`src/rtl/wptr_full_ctrl.sv`:
```
// Write-side pointer and full-flag controller of the async FIFO.
// Tracks binary/Gray write pointers and derives full, almost-full, level and overflow.
module wptr_full_ctrl #(
    parameter int ADDRSIZE     = 4,
    parameter int AFULL_THRESH = 12
) (
    input  logic                wclk,
    input  logic                wrst,
    input  logic                winc,
    input  logic                wovf_clr,
    input  logic [ADDRSIZE:0]   wq2_rptr,
    output logic                wclken,
    output logic [ADDRSIZE-1:0] waddr,
    output logic [ADDRSIZE:0]   wptr,
    output logic                wfull,
    output logic                wafull,
    output logic [ADDRSIZE:0]   wcount,
    output logic                wovf
);

    localparam logic [ADDRSIZE+1:0] AF_LVL = AFULL_THRESH[ADDRSIZE+1:0];

    logic [ADDRSIZE:0] wbin;
    logic [ADDRSIZE:0] wbinnext;
    logic [ADDRSIZE:0] wgraynext;
    logic [ADDRSIZE:0] rbin_s;
    logic [ADDRSIZE:0] count_next;
    logic              wfull_val;
    logic              wafull_val;

    assign wclken = winc & ~wfull;
    assign waddr  = wbin[ADDRSIZE-1:0];

    assign wbinnext  = wbin + (ADDRSIZE+1)'(wclken);
    assign wgraynext = (wbinnext >> 1) ^ wbinnext;

    // Each binary bit is the XOR of all Gray bits at or above it.
    always_comb begin
        rbin_s = '0;
        for (int i = 0; i <= ADDRSIZE; i++) begin
            rbin_s[i] = ^(wq2_rptr >> i);
        end
    end

    assign count_next = wbinnext - rbin_s;
    assign wafull_val = {1'b0, count_next} >= AF_LVL;
    assign wfull_val  = (wgraynext ==
                         {~wq2_rptr[ADDRSIZE:ADDRSIZE-1],
                          wq2_rptr[ADDRSIZE-2:0]});

    always_ff @(posedge wclk or posedge wrst) begin
        if (wrst) begin
            wbin   <= '0;
            wptr   <= '0;
            wfull  <= 1'b0;
            wafull <= 1'b0;
            wcount <= '0;
            wovf   <= 1'b0;
        end else begin
            wbin   <= wbinnext;
            wptr   <= wgraynext;
            wfull  <= wfull_val;
            wafull <= wafull_val;
            wcount <= count_next;
            if (winc & wfull) begin
                wovf <= 1'b1;
            end else if (wovf_clr) begin
                wovf <= 1'b0;
            end
        end
    end

endmodule

```
`config.mk`:
```
export PLATFORM = sky130hd
export DESIGN_NAME = wptr_full_ctrl
export DESIGN_NICKNAME = d
export VERILOG_FILES = /design/src/rtl/wptr_full_ctrl.sv
export SDC_FILE = /design/constraint.sdc
export NUM_CORES = 1
export LEC_CHECK = 0
export BUFFER_PORTS_ARGS = -buffer_cell sky130_fd_sc_hd__buf_2
export CORE_MARGIN = 1
export CORE_UTILIZATION = 49
export DETAILED_ROUTE_END_ITERATION = 16
export PLACE_DENSITY_LB_ADDON = 0.12
export SYNTH_ARGS = -nofsm -noshare
export SYNTH_HDL_FRONTEND = slang
export SYNTH_SLANG_ARGS = --single-unit
```
`constraint.sdc`:
```
create_clock -name wclk -period 2.8 [get_ports wclk]
set_input_delay 0.14 -clock wclk [delete_from_list [all_inputs] [get_ports wclk]]
set_output_delay 0.14 -clock wclk [all_outputs]
set_load 0.02 [all_outputs]
```
==> metrics, run 1 <==
status finished clean; most frequent cells in the layout buf_2, dfrtp_1, xnor2_1; Max VDD drop 681.8 uV; setup TNS 0 ns; CP bufs+invs 1; Pwr Density 1444 nW/um^2; total gr overflow 0; HPWL after DPL 1126 um; IO buf count 26; Setup CP Type flop to flop; R2R setup slack 0.37 ns; die area 2057 um^2; DR iter-0 viols 10; CTS Sinks 17; vias in the first global route 554; nets 124; overall global routing resource usage 17.15%; final worst path period need 2.430 ns; CTS tree done; worst setup path start wfull; CP required 3.04 ns; CP Launch Type flop; initial antenna violation count 0; Tcrit/Tclk final 86.77%; crit path to wafull; RSZ-0062 raised after global routing no; Inst Count DP 128; Critical Path Stages 9; DR DRC count 0; crit-path leading delay family adder cells; gp weighted congestion 0.7238; Routed Wire Length 1458 um; remaining antenna violation count 0; Yosys reg bits 17; CORE AREA 1745 um^2; final core occ 63.94%; Worst Hold Class input pin to flop; Post-CTS Setup Repair Bufs 0; Synthesis Warnings 0; Leak 0.5320 nW; Synth Instances 78; Worst-Skew Late Latency 0.29 ns; vias per inst 4.865; Max FO, Critical Path 8; Max Cap Violations 0; CP arrival 2.67 ns; final setup vio count 0; Die X 45.35 um; synthesis-to-finish area growth 21.20%; CTS Buffer Depth 2; worst r2r path cells 9; post-synth cell types 26; final hold viol count 0; sequential element share of the synthesized area 46.20%; Critical Path, Cell by Cell nor2b_1, ha_1, ha_1, xnor2_2, inv_1, ha_1, or4b_1, o311ai_1, a21o_1; slowest cell delay on critical path 0.45 ns; Final Max Tran Viols 0; Worst-path clk slew 0.10 ns; routed vias 647; slowest cell on the critical path or4b_1; share of cells above drive strength 1 32.41%; initial core utilization 52.76%; cell area after synthesis 920.9 um^2; ant diodes 0; worst r2r src wfull; number of fill cells 140; Slew HR 59.83%; FP Rows 15; r2r endpoint wafull; H-tree depth 1; mean routed wirelength per cell 10.96 um; fin cells 133; first-pass GRT wire length 2346 um; actual slew at the worst max-slew pin 0.6018 ns; clk_skew 0.0004857 ns; Chip Height 45.35 um; IO Pins 27; fmax 0.4116 GHz; Crit. End Element flop; crit-path most repeated cell ha_1; Clk Tree Root Cell clkbuf_4; post-synth net total 93; commonest non-fill, non-tap cell in the layout buf_2; DRT Pass-1 Iters 4; total CTS buffers 3; largest net degree at the start of global routing 18; Avg Inst Size Synth 11.81 um^2
cells in the mapped netlist (all sizes together):
master / number / area share, %
a21oi: 3 / 1.6
o21bai: 1 / 0.82
nand2: 1 / 0.41
or4b: 1 / 1.1
or3: 1 / 0.68
xnor2: 16 / 19
nor2b: 1 / 0.68
o311ai: 2 / 1.9
o211ai: 1 / 0.82
nor4bb: 1 / 1.1
dfrtp: 17 / 46
o21ai: 2 / 1.1
nor2: 1 / 0.41
a21o: 1 / 0.82
inv: 9 / 3.7
xor2: 7 / 6.7
a211oi: 1 / 0.82
maj3: 1 / 1.2
a2111oi: 1 / 0.95
clkbuf: 1 / 0.41
nand3: 3 / 1.6
ha: 6 / 8.2
metal layers:
metal	vias to the layer above	global-route usage (%)	wire length [um]
met5	-	0	0
met4	0	10.91	40
met3	5	4.800	78
met2	27	27.25	662
met1	289	20.31	676
li1	326	-	-
layout make-up:
class	instances	area [um^2]	area share, %
clock inverter	1	5.005	0.4484
inverter	9	33.78	3.027
tap	25	31.28	2.803
clock buffer	3	22.52	2.018
timing repair buffer	27	140.1	12.56
multi-input combinational	51	457.9	41.03
sequential	17	425.4	38.12
worst min path at each step:
| stage | from | endpoint | slack [ns] | cells after the start |
|---|---|---|---|---|
| 2_1_floorplan | wrst | wafull | 0.07 | 1 |
| 3_3_place_gp | wrst | wptr[3] | 0.24 | 2 |
| 3_5_place_dp | wrst | wbin[4] | 0.25 | 2 |
| 4_1_cts | wovf_clr | wovf | 0.02 | 2 |
| 5_1_grt | wovf_clr | wovf | 0.01 | 2 |
| 6_report | wovf_clr | wovf | 0.02 | 2 |
stage by stage:
step	total power [W]	cell area, um^2	hold WS (ns)	worst slack [ns]
2_1_floorplan	0.001245	920.9	0.06607	0.1097
3_3_place_gp	0.001482	1079	0.2445	0.3600
3_5_place_dp	0.001481	1079	0.2454	0.3425
4_1_cts	0.001625	1116	0.02018	0.3456
5_1_grt	0.001751	1116	0.01463	0.1699
6_report	0.001612	1116	0.02444	0.3705
what timing repair did:
item | 4_1_cts | 5_1_grt
hold endpoints to repair | 17 | 0
gates resized for setup | 0 | 0
hold buffers | 1 | 0
cell families after synthesis:
logic type                 count (synthesis)  share of synthesized area, %
DFF                                       17                         46.20
AOI/OAI and AO/OA                         12                         8.833
and+or+nand+nor                            9                         5.978
adders and majority gates                  7                         9.375
buffers and inverters                     10                         4.075
xor gates and xnor gates                  23                         25.54
registers in the layout (all words and copies together) (netlist names):
register	count
wovf	1
wbin	5
wptr	4
wcount	5
wfull	1
wafull	1
power breakdown:
group / internal, W / leakage (nW) / total [W] / switching [W]
combinational: 0.000439 / 0.312 / 0.00104 / 0.000604
sequential: 0.000382 / 0.202 / 0.000435 / 0.0000532
clock: 0.0000532 / 0.0177 / 0.000134 / 0.0000805
(Power assumes the default switching activity.)
==> run 2, diff against run 1 <==
Settings changed: REMOVE_ABC_BUFFERS from default to 1.
==> run 2 against run 1 <==
Clock-buffer cell count unchanged. Power up 2.5%. Maximum frequency rose by 2.5%. First-iteration DRC count is 60% lower. Core utilization up 0.43 points. Clock skew about the same. Wire length grew 16%. Setup slack better by 0.060 ns. Non-clock buffer count grew 1. Critical endpoint unchanged. Register-to-register slack improved by 0.06 ns. Sequential power increased by 0.9%.
==> metrics, run 2 (same netlist as run 1, synthesis figures left out) <==
Tcrit/Tclk final 84.63% (-2.1 points); CP bufs+invs 0 (-1); vias per inst 4.813 (-1.1%); Max Cap Violations 0 (unchanged); Slew HR 56.88% (-3.0 points); Routed Wire Length 1688 um (+16%); Post-CTS Hold Buffers 1 (unchanged); initial antenna violation count 0 (unchanged); Reg area 425.4 um^2 (unchanged); CORE AREA 1745 um^2 (unchanged); fmax 0.4220 GHz (+2.5%); mean routed wirelength per cell 12.60 um (+15%); CTS Buffer Depth 2 (unchanged); RSZ-0062 raised after global routing no; ant diodes 0 (unchanged); die area 2057 um^2 (unchanged); area taken by multi-input logic gates 457.9 um^2 (unchanged); slowest cell on the critical path or4b_1; clk_skew 0.0006461 ns (+0.0001603 ns); Clk Tree Root Cell clkbuf_4; Worst Hold Class input pin to flop; IO buf count 26 (unchanged); initial core utilization 52.76% (unchanged); remaining antenna violation count 0 (unchanged); final core occ 64.37% (+0.43 points); Final Max Tran Viols 0 (unchanged); share of cells above drive strength 1 33.03% (+0.62 points); CP Launch Type flop; Setup CP Type flop to flop; Crit. End Element flop; crit-path most repeated cell ha_1; overall global routing resource usage 19.16% (+2.0 points); Pwr Density 1470 nW/um^2 (+1.8%); largest net degree at the start of global routing 18 (unchanged); biggest regs wbin x5, wcount x5, wptr x4; gp weighted congestion 0.7600 (+5.0%); CTS resizes 0 (unchanged); Critical Path, Cell by Cell nor2b_1, ha_1, ha_1, xnor2_1, ha_1, or4b_1, o311ai_1, a21o_1; Die X 45.35 um (unchanged); DRT Pass-1 Iters 4 (unchanged); CP required 3.05 ns (about the same); IO Pins 27 (unchanged); Max FO, Critical Path 10 (+2); worst r2r src wfull; H-tree depth 1 (unchanged); synthesis-to-finish area growth 22.01%; CP arrival 2.62 ns (-0.05 ns); Worst-path clk slew 0.10 ns (about the same); CTS Sinks 17 (unchanged); Worst-Skew Late Latency 0.30 ns (about the same); Max VDD drop 733.4 uV (+7.6%); hold_sp wovf_clr; vias in the first global route 642 (+16%); total gr overflow 0 (unchanged); commonest non-fill, non-tap cell in the layout buf_2; slowest cell delay on critical path 0.50 ns (+0.05 ns); setup TNS 0 ns (unchanged); status finished clean; DR DRC count 0 (unchanged); final worst path period need 2.370 ns (-0.05983 ns); nets 125 (+0.81%); routed vias 645 (-0.31%); crit-path leading delay family adder cells; CTS tree done; first-pass GRT wire length 2601 um (+11%); Leak 0.5368 nW (+0.90%); number of fill cells 145 (+3.6%); final setup vio count 0 (unchanged); actual slew at the worst max-slew pin 0.6461 ns (+0.04426 ns); most frequent cells in the layout buf_2, dfrtp_1, xnor2_1; HPWL after DPL 1312 um (+17%); final hold viol count 0 (unchanged); DR iter-0 viols 4 (-6); Chip Height 45.35 um (unchanged); FP Rows 15 (unchanged); worst setup path start wfull; total CTS buffers 3 (unchanged); Post-CTS Setup Repair Bufs 0 (unchanged)
run 2: changes by cell type in the layout (fill, tap and decap cells not counted):
cell	previous run	this run
buf_4	0	1
run 2: worst paths after layout:
check,endpoint,slack [ns],cells after the start
hold / removal,wovf,0.02,2
setup / recovery,wafull,0.43,8
hold reg to reg,wovf,0.51,2
max in group asynchronous,wcount[0],1.92,3
setup reg to reg,wafull,0.43,8
min in group asynchronous,wptr[1],0.47,3
run 2: power breakdown:
| part | leakage (nW) | internal (W) | switching [W] |
|---|---|---|---|
| logic | 0.317 | 0.000454 | 0.000624 |
| clock network | 0.0177 | 0.0000533 | 0.0000810 |
| registers | 0.202 | 0.000382 | 0.0000569 |
run 2: per-stage QoR:
step | total power [W] | instance area [um^2] | std cells | setup slack, ns | hold WS [ns]
6_report | 0.001652 | 1124 | 134 | 0.4303 | 0.01616
5_1_grt | 0.001773 | 1124 | 134 | 0.2559 | 0.003098
4_1_cts | 0.001672 | 1124 | 134 | 0.3998 | 0.007638
3_5_place_dp | 0.001530 | 1086 | 129 | 0.2874 | 0.2571
3_3_place_gp | 0.001499 | 1086 | 129 | 0.3380 | 0.2493
2_1_floorplan | 0.001244 | 917.1 | 77 | 0.1507 | 0.06607
run 2: routing by layer:
layer / share of wire, % / vias up / GRT usage [%] / routed length, um
met2: 50 / 20 / 31.59 / 840
met4: 1.7 / 0 / 13.94 / 29
li1: - / 323 / - / -
met3: 3.5 / 4 / 4.800 / 59
met1: 45 / 298 / 21.27 / 759
met5: 0 / - / 0 / 0
run 2: final cells by class:
cell class | instances | share of cell area (%)
multi-input combinational | 51 | 40.76
sequential | 17 | 37.86
timing repair buffer | 28 | 13.14
inverter | 9 | 3.007
tap | 25 | 2.784
clock buffer | 3 | 2.004
clock inverter | 1 | 0.4454
==> run 3, diff against run 2 <==
Clock period 2.8 ns to 2.2 ns, I/O delays scaled along.
==> run 3 against run 2 <==
Clock power is 27% higher. First-iteration DRC count is 25% higher. Maximum frequency is 9.8% higher. Via count is 18% higher. Clock-buffer cell count stayed put. Final area is 23% higher. Largest power group unchanged. Global-route usage is 6.2 points higher. Sequential share of layout area is 7.1 points lower. Wire length is 30% higher. Sequential power is 32% higher. Critical path depth is 1 higher. Highest routed layer unchanged.
==> metrics, run 3 (same netlist as run 1, synthesis figures left out) <==
dpl ws -0.1552 ns (-0.4426 ns); gp weighted congestion 0.7806 (+2.7%); initial antenna violation count 0 (unchanged); cell internal pwr 0.001484 W (+67%); IO buf count 26 (unchanged); Max VDD drop 1189 uV (+62%); DR DRC count 0 (unchanged); setup TNS 0 ns (unchanged); DR iter-0 viols 5 (+1); CP Launch Type flop; vias in the first global route 786 (+22%); Max Cap Violations 0 (unchanged); CORE AREA 1745 um^2 (unchanged); worst r2r src wfull; CP arrival 2.40 ns (-0.22 ns); clk_skew 0.004452 ns (+0.003806 ns); FP Rows 15 (unchanged); Worst-Skew Late Latency 0.29 ns (about the same); CTS Buffer Depth 2 (unchanged); Fin Hold WS 0.03881 ns (+0.02265 ns); DRT Pass-1 Iters 2 (-2); Final Max Tran Viols 0 (unchanged); hold path depth 3 (+1); initial core utilization 52.76% (unchanged); Setup CP Type flop to flop; largest net degree at the start of global routing 18 (unchanged); nets 145 (+16%); Inst Count DP 143 (+11%); final worst path period need 2.159 ns (-0.2108 ns); synthesis-to-finish area growth 50.14%; final hold viol count 0 (unchanged); ant diodes 0 (unchanged); Max FO, Critical Path 2 (-8); IO Pins 27 (unchanged); Pwr Density 1936 nW/um^2 (+32%); most frequent cells in the layout buf_2, buf_4, dfrtp_1; Crit. End Element flop; Hold Crit Endpoint wovf; H-tree depth 1 (unchanged); CTS Sinks 17 (unchanged); Routed Wire Length 2188 um (+30%); actual slew at the worst max-slew pin 0.6550 ns (+0.008927 ns); Final WS setup 0.04117 ns (-0.3892 ns); sequential power share 21.7% (-4.9 points); status finished clean; remaining antenna violation count 0 (unchanged); Worst Hold Class input pin to flop; Worst-path clk slew 0.10 ns (about the same); total gr overflow 0 (unchanged); Clk pwr share 6.3% (-1.8 points); Sw Share 44.55% (-1.6 points); Psw 0.001192 W (+56%); first-pass GRT wire length 3477 um (+34%); Slew HR 56.28% (-0.60 points); share of cells above drive strength 1 55.04% (+22 points); final setup vio count 0 (unchanged); Clk Tree Root Cell clkbuf_4; RSZ-0062 raised after global routing yes; fin cells 154 (+15%); r2r endpoint wafull; mean routed wirelength per cell 14.21 um (+13%); fmax 0.4632 GHz (+9.8%); Tcrit/Tclk final 98.13% (+13 points); die area 2057 um^2 (unchanged); worst r2r path cells 9 (+1); vias per inst 4.942 (+2.7%); total CTS buffers 3 (unchanged); R2R setup slack 0.04 ns (-0.39 ns); Die X 45.35 um (unchanged); Gate power share 72.0% (+6.7 points); overall global routing resource usage 25.38% (+6.2 points); HPWL after DPL 1466 um (+12%); hold_sp winc; Chip Height 45.35 um (unchanged); CP required 2.44 ns (-0.61 ns); commonest non-fill, non-tap cell in the layout buf_2; biggest regs wbin x5, wcount x5, wptr x4; Leak 0.6411 nW (+19%); routed vias 761 (+18%); CTS tree done
run 3: worst max path at each step:
stage,from,end,slack [ns],depth (start not counted)
6_report,wfull,wafull,0.04,9
5_1_grt,wfull,wafull,-0.05,9
3_5_place_dp,wfull,wfull,-0.16,8
2_1_floorplan,wfull,wafull,-0.45,9
4_1_cts,wfull,wafull,0.01,9
3_3_place_gp,wq2_rptr[4],wafull,-0.02,11
run 3: through the flow:
stage	total power, W	utilization, %	cell area [um^2]
after floorplan	0.001584	-	917.1
after global placement	0.002093	68.24	1191
after detailed placement	0.002147	68.24	1191
after CTS	0.002508	76.27	1331
after global routing	0.002874	79.21	1383
final	0.002677	79.21	1383
run 3: layout make-up:
type                       instances  area (um^2)
multi-input combinational         51        564.3
fill                             128        362.8
tap                               25        31.28
inverter                           9        33.78
clock buffer                       3        22.52
timing repair buffer              48        300.3
sequential                        17        425.4
clock inverter                     1        5.005
run 3: critical path, cell delays in order (launching register included):
cell and delay (ns):
dfrtp_1 0.43, nor2b_4 0.15, ha_4 0.21, inv_2 0.04
ha_2 0.18, inv_2 0.04, maj3_2 0.30, or4b_4 0.50
o311ai_4 0.09, a21o_1 0.14
run 3: what timing repair did:
item	CTS	global route
resized for setup	12	11
hold endpoints to repair	18	0
setup endpoints to repair	2	2
pin swaps	1	2
buffers inserted	4	1
hold buffers	2	0
run 3: layer usage:
layer / track usage (%) / wire length, um / vias up
li1: - / - / 363
met1: 27.07 / 879 / 368
met2: 46.09 / 1182 / 23
met3: 4.000 / 70 / 7
met4: 15.76 / 55 / 0
met5: 0 / 0 / -
run 3: power groups by stage:
stage	clock network (W)	registers [W]	logic [W]
floorplan	0	0.000763	0.000820
global placement	0	0.000564	0.00153
detailed placement	0	0.000567	0.00158
CTS	0.000178	0.000572	0.00176
global route	0.000190	0.000598	0.00209
finish	0.000170	0.000580	0.00193
